## config.mk

```make
export PLATFORM = sky130hd
export DESIGN_NAME = lap_buffer_57
export DESIGN_NICKNAME = d
export VERILOG_FILES = /design/src/rtl/lap_buffer_57_pkg.sv /design/src/rtl/lap_buffer_57_ptr.sv /design/src/rtl/lap_buffer_57.sv
export SDC_FILE = /design/constraint.sdc
export NUM_CORES = 1
export LEC_CHECK = 0
export BUFFER_PORTS_ARGS = -buffer_cell sky130_fd_sc_hd__buf_2
export CAP_MARGIN = 10
export CORE_MARGIN = 2
export CORE_UTILIZATION = 45
export CTS_BUF_LIST = sky130_fd_sc_hd__clkbuf_8
export DETAILED_ROUTE_END_ITERATION = 10
export SYNTH_ARGS = -nofsm -noshare
export SYNTH_HDL_FRONTEND = slang
export SYNTH_SLANG_ARGS = --single-unit
```

## constraint.sdc

```tcl
create_clock -name clk_57 -period 6 [get_ports clk_57]
set_input_delay 0 -clock clk_57 [delete_from_list [all_inputs] [get_ports clk_57]]
set_output_delay 0 -clock clk_57 [all_outputs]
set_load 0.05 [all_outputs]
```

## src/rtl/lap_buffer_57_pkg.sv

```systemverilog
// Shared timekeeping constants: default field width and packed {hour,min,sec} record layout.
package lap_buffer_57_pkg;

    localparam int FIELD_W_DEF = 7;
    localparam int DEPTH_DEF   = 8;

    function automatic int rec_w(input int field_w);
        return 3 * field_w;
    endfunction

endpackage

```

## src/rtl/lap_buffer_57_ptr.sv

```systemverilog
// Head/tail/occupancy bookkeeping for the lap buffer, plus full/empty/sticky overflow flags.
module lap_ptr_57
    import lap_buffer_57_pkg::*;
#(
    parameter int DEPTH = DEPTH_DEF,
    parameter int AW    = $clog2(DEPTH)
) (
    input  logic          clk_i,
    input  logic          rst_i,
    input  logic          clear_i,
    input  logic          overwrite_i,
    input  logic          push_i,
    input  logic          pop_i,
    output logic [AW-1:0] head_o,
    output logic [AW-1:0] tail_o,
    output logic [AW:0]   count_o,
    output logic          full_o,
    output logic          empty_o,
    output logic          overflow_o,
    output logic          wr_en_o
);

    localparam logic [AW:0]   CNT_FULL = (AW+1)'(DEPTH);
    localparam logic [AW-1:0] PTR_ONE  = AW'(1);
    localparam logic [AW:0]   CNT_ONE  = (AW+1)'(1);

    logic [AW-1:0] head_q, head_d;
    logic [AW-1:0] tail_q, tail_d;
    logic [AW:0]   count_q, count_d;
    logic          ovf_q, ovf_d;
    logic          full_q, empty_q;
    logic          wr_en;

    always_comb begin
        head_d  = head_q;
        tail_d  = tail_q;
        count_d = count_q;
        ovf_d   = ovf_q;
        wr_en   = 1'b0;
        if (clear_i) begin
            head_d  = '0;
            tail_d  = '0;
            count_d = '0;
            ovf_d   = 1'b0;
        end else if (push_i && pop_i && !empty_q) begin
            // Replace-in-place: oldest leaves as newest arrives, occupancy unchanged.
            wr_en  = 1'b1;
            head_d = head_q + PTR_ONE;
            tail_d = tail_q + PTR_ONE;
        end else if (push_i) begin
            if (!full_q) begin
                wr_en   = 1'b1;
                tail_d  = tail_q + PTR_ONE;
                count_d = count_q + CNT_ONE;
            end else if (overwrite_i) begin
                wr_en  = 1'b1;
                head_d = head_q + PTR_ONE;
                tail_d = tail_q + PTR_ONE;
                ovf_d  = 1'b1;
            end else begin
                ovf_d = 1'b1;
            end
        end else if (pop_i && !empty_q) begin
            head_d  = head_q + PTR_ONE;
            count_d = count_q - CNT_ONE;
        end
    end

    always_ff @(posedge clk_i or posedge rst_i) begin
        if (rst_i) begin
            head_q  <= '0;
            tail_q  <= '0;
            count_q <= '0;
            ovf_q   <= 1'b0;
            full_q  <= 1'b0;
            empty_q <= 1'b1;
        end else begin
            head_q  <= head_d;
            tail_q  <= tail_d;
            count_q <= count_d;
            ovf_q   <= ovf_d;
            full_q  <= (count_d == CNT_FULL);
            empty_q <= (count_d == '0);
        end
    end

    assign head_o     = head_q;
    assign tail_o     = tail_q;
    assign count_o    = count_q;
    assign full_o     = full_q;
    assign empty_o    = empty_q;
    assign overflow_o = ovf_q;
    assign wr_en_o    = wr_en;

endmodule

```

## src/rtl/lap_buffer_57.sv

```systemverilog
// Circular lap/split snapshot store: push/pop of hh:mm:ss records with registered indexed read.
module lap_buffer_57
    import lap_buffer_57_pkg::*;
#(
    parameter int DEPTH   = DEPTH_DEF,
    parameter int FIELD_W = FIELD_W_DEF,
    parameter int AW      = $clog2(DEPTH)
) (
    input  logic               clk_57,
    input  logic               rst_57,
    input  logic               clear_57,
    input  logic               overwrite_57,
    input  logic               push_57,
    input  logic [FIELD_W-1:0] push_sec_57,
    input  logic [FIELD_W-1:0] push_min_57,
    input  logic [FIELD_W-1:0] push_hour_57,
    input  logic               pop_57,
    input  logic               rd_e_57,
    input  logic [AW-1:0]      rd_idx_57,
    output logic [FIELD_W-1:0] rd_sec_57,
    output logic [FIELD_W-1:0] rd_min_57,
    output logic [FIELD_W-1:0] rd_hour_57,
    output logic               rd_valid_57,
    output logic               rd_err_57,
    output logic [AW:0]        count_57,
    output logic               full_57,
    output logic               empty_57,
    output logic               overflow_57
);

    localparam int REC_W = rec_w(FIELD_W);

    logic [REC_W-1:0] mem_q [DEPTH];
    logic [REC_W-1:0] wr_rec;
    logic [REC_W-1:0] rd_rec_q;
    logic             rd_valid_q, rd_err_q;
    logic [AW-1:0]    head, tail, rd_addr;
    logic [AW:0]      count;
    logic             wr_en, rd_in_range;

    lap_ptr_57 #(
        .DEPTH(DEPTH),
        .AW   (AW)
    ) u_ptr (
        .clk_i      (clk_57),
        .rst_i      (rst_57),
        .clear_i    (clear_57),
        .overwrite_i(overwrite_57),
        .push_i     (push_57),
        .pop_i      (pop_57),
        .head_o     (head),
        .tail_o     (tail),
        .count_o    (count),
        .full_o     (full_57),
        .empty_o    (empty_57),
        .overflow_o (overflow_57),
        .wr_en_o    (wr_en)
    );

    assign wr_rec      = {push_hour_57, push_min_57, push_sec_57};
    assign rd_addr     = head + rd_idx_57;
    assign rd_in_range = ({1'b0, rd_idx_57} < count);

    // Storage is deliberately not reset; rd_err keeps unwritten slots from being observed.
    always_ff @(posedge clk_57) begin
        if (wr_en) begin
            mem_q[tail] <= wr_rec;
        end
    end

    // Index is judged against pre-update count/head; same-cycle writes are not visible.
    always_ff @(posedge clk_57 or posedge rst_57) begin
        if (rst_57) begin
            rd_rec_q   <= '0;
            rd_valid_q <= 1'b0;
            rd_err_q   <= 1'b0;
        end else begin
            rd_valid_q <= 1'b0;
            rd_err_q   <= 1'b0;
            if (rd_e_57) begin
                if (clear_57 || !rd_in_range) begin
                    rd_err_q <= 1'b1;
                end else begin
                    rd_rec_q   <= mem_q[rd_addr];
                    rd_valid_q <= 1'b1;
                end
            end
        end
    end

    assign rd_sec_57   = rd_rec_q[FIELD_W-1:0];
    assign rd_min_57   = rd_rec_q[2*FIELD_W-1:FIELD_W];
    assign rd_hour_57  = rd_rec_q[3*FIELD_W-1:2*FIELD_W];
    assign rd_valid_57 = rd_valid_q;
    assign rd_err_57   = rd_err_q;
    assign count_57    = count;

endmodule

```

==> results by group <==
Synth
  – Proportion of synthesized chip area in sequential cells: 74.2%
  – Post-Synthesis Net Count: 449
  – Post-Syn Area: 0.00802 mm2
  – Commonest register cell after synthesis: edfxtp_1
  – Number of synthesized flops with an enable pin: 168
  – Async SR Flop Fraction: 17.6%
  – Post-synthesis instance total: 410
  – Avg Synthesized Cell Area: 19.6 um2
  – Flops & latches, synth: 204
  – Count of cell types in the netlist: 42
  – Yosys synthesis warning count: 0

Drt
  – Vias per std cell: 5.23
  – Number of violations reported at the end of detailed-routing iteration 0: 289
  – Vias: 4029
  – Detailed-route wire length per cell: 20.0 um
  – Remaining number of nets flagged by the antenna check after routing: 0
  – Detailed-router iteration count before antenna repair: 4
  – Final wirelength: 15.5 mm
  – DRC viols: 0

Min path
  – Worst Min Path Start: rd_idx_57[2]
  – Hold Path Stages: 5
  – Endpoint, Worst Hold: rd_err_57$_DFF_PP0_
  – HP Class: in2reg

Setup path
  – Setup CP Type: reg2reg
  – Critical register-to-register path startpoint: u_ptr.head_o[0]$_DFFE_PP0P_
  – Cell with the largest stage delay on the worst path: fa_2
  – CP Data Required Time: 6.36 ns
  – FF-to-FF End: rd_rec_q[11]$_DFFE_PP0P_
  – Flop2flop setup slack: 3.24 ns
  – Critical path capture point type: flip-flop
  – Slowest stage delay, CP: 1.35 ns
  – Crit path max fanout: 42
  – Crit path max-delay family: adder cells
  – Instance count on the critical path: 5
  – Number of cells on the worst reg-to-reg path: 5
  – Crit path cell chain: ha_2 -> fa_2 -> mux4_1 -> mux2i_1 -> o21ai_1
  – Buffering stage count on the worst path with inverters included: 0
  – Worst Setup Start Kind: flip-flop
  – Worst path arrival time: 3.12 ns

Floorplanning
  – Vert. Die Dim: 137 um
  – Total die area: 0.0189 mm2
  – Core area: 0.0174 mm2
  – Cell row count: 48
  – Initial core utilization: 46.2%
  – Number of top-level pins: 61
  – Die Wd: 137 um

STA
  – Final critical-path share of the clock period: 46.0%
  – Actual slew at the worst max-slew pin: 1.23 ns
  – Fin. Hold Viols: 0
  – Highest Clock Rate: 362 MHz
  – Sum of negative setup slack: 0 ns
  – Unrepaired setup endpoints after global routing: no
  – Final setup fails: 0
  – Worst Skew: 0.00697 ns
  – Max-slew violations: 0
  – Crit path time final: 2.76 ns
  – Worst slew slack as a fraction of its limit: 18.3%

Power and ir drop
  – Overall Power: 3.89 mW
  – Leakage power summed over all cells: 3.51 nW
  – Power per Cell Area: 411 mW/mm2
  – Peak supply drop: 205 uV

Global route
  – Antenna violations before repair: 0
  – Remaining global-route overflow: 0
  – Maximum number of pins on one net before global-route repair: 44
  – First-pass GRT wire length: 23.6 mm
  – Tot GR Track Use: 17.4%
  – Number of global-route vias before repair: 4205

Final layout
  – Fraction of layout instances using a drive strength above 1: 28.8%
  – Synth-to-layout area growth: 18.2%
  – Filler cell count in the final layout: 1408
  – Net total in the final layout: 562
  – Highest-count cells in the layout ignoring fill and taps: edfxtp_1, buf_2, clkbuf_8
  – Antenna fix cells: 0
  – Most common library cell in the layout ignoring fill and taps: edfxtp_1
  – Fin area: 0.00948 mm2

Clock tree
  – Number of clock sinks: 204
  – Clock slew at reported path FFs: 0.06 ns
  – Clock buffer depth: 3
  – TritonCTS clock tree: built
  – Number of buffers inserted by post-CTS setup repair: 0
  – Library cell used as clock root buffer: clkbuf_8
  – H-Tree Depth: 2
  – Clock latency on the worst-skew pair: 0.50 ns
  – Clock buffer count from CTS: 34

Place
  – Post-DP HPWL: 8.17 mm
  – Post-detailed-placement cell area: 0.00860 mm2
  – IO Port Bufs: 60
  – Final weighted congestion in routability-driven placement: 0.735

Run
  – Max cap viols: 0

Outcome
  – Outcome: finished clean
==> area by class of cell <==
| cell class | count | area (um2) | share of cell area (%) |
|---|---|---|---|
| Timing Repair Buffer | 95 | 633 | 6.68 |
| Sequential cell | 204 | 5950 | 62.7 |
| Multi-Input combinational cell | 181 | 1990 | 21.0 |
| Inverter | 7 | 26.3 | 0.277 |
| Clock buffer | 37 | 509 | 5.37 |
| Tap cell | 225 | 282 | 2.97 |
| Clock inverter | 22 | 87.6 | 0.924 |
==> cell usage after synthesis (all sizes together) (4+ instances only) <==
master | instances | share of area [%]
mux2i | 23 | 2.9
o21ai | 24 | 1.5
xnor2 | 4 | 0.53
ha | 7 | 1.1
nand2b | 7 | 0.55
nand2 | 25 | 1.2
dfrtp | 35 | 11
edfxtp | 168 | 63
inv | 7 | 0.33
buf | 16 | 1.4
nor3 | 5 | 0.37
mux4 | 42 | 12
nor2 | 18 | 0.84
==> per-stage QoR <==
step	hold slack (ns)	setup WS, ns	std cells	utilization, %
after floorplan	0.0989	2.88	410	-
after global placement	0.175	3.23	684	49.6
after detailed placement	0.179	3.21	684	49.6
after CTS	0.0165	3.19	771	54.6
after global routing	0.0957	3.06	771	54.6
final	0.0337	3.24	771	54.6
==> worst reg2reg max path: stages (launching register included) <==
cell and delay, ns:
dfrtp_1 0.41, ha_2 0.20, fa_2 1.35, mux4_1 0.44, mux2i_1 0.15, o21ai_1 0.08
==> worst max-delay path by stage <==
stage,from,endpoint,slack [ns]
after floorplan,u_ptr.full_o$_DFF_PP0_,mem_q[0][0]$_DFFE_PP_,2.88
after global routing,u_ptr.head_o[0]$_DFFE_PP0P_,rd_rec_q[7]$_DFFE_PP0P_,3.06
after detailed placement,u_ptr.head_o[0]$_DFFE_PP0P_,rd_rec_q[4]$_DFFE_PP0P_,3.21
final,u_ptr.head_o[0]$_DFFE_PP0P_,rd_rec_q[11]$_DFFE_PP0P_,3.24
after global placement,u_ptr.head_o[0]$_DFFE_PP0P_,rd_rec_q[16]$_DFFE_PP0P_,3.23
after CTS,u_ptr.head_o[0]$_DFFE_PP0P_,rd_rec_q[4]$_DFFE_PP0P_,3.19
==> state kept, by name (all words and copies together), names as in the netlist <==
name and flops:
u_ptr.overflow_o 1, u_ptr.full_o 1, u_ptr.empty_o 1, u_ptr.head_o 3, u_ptr.tail_o 3, rd_valid_57 1, rd_err_57 1, rd_rec_q 21
mem_q 168, u_ptr.count_o 4
==> layer usage <==
metal  share of wire (%)  vias up  track usage [%]  routed length, um
met4                 2.0        0             6.01                308
met5                   0        -                0                  0
met3                 4.7       24             3.61                726
met2                  49       96             28.5               7600
met1                  44     2052             23.4               6820
li1                    -     1857                -                  -
==> cells by family (layout without fill, tap and decap cells) <==
group | count (synthesis) | count (layout) | synth area share, %
mux | 65 | 65 | 15.1
simple gates | 65 | 65 | 4.03
fa+ha+maj | 8 | 8 | 1.34
compound gates | 36 | 36 | 2.62
flops | 204 | 204 | 74.2
buf+inv | 25 | 161 | 1.86
xor+xnor | 7 | 7 | 0.858
==> report_power, final <==
| part | internal, mW | switching, mW | total, mW |
|---|---|---|---|
| registers | 1.64 | 0.0674 | 1.71 |
| clock network | 0.564 | 0.507 | 1.07 |
| logic | 0.427 | 0.683 | 1.11 |
==> timing repair <==
| action | CTS | global route |
|---|---|---|
| hold buffers | 28 | 0 |
| endpoints found under the hold margin | 216 | 0 |
| gates resized for setup | 0 | 0 |
(Power assumes the default switching activity.)
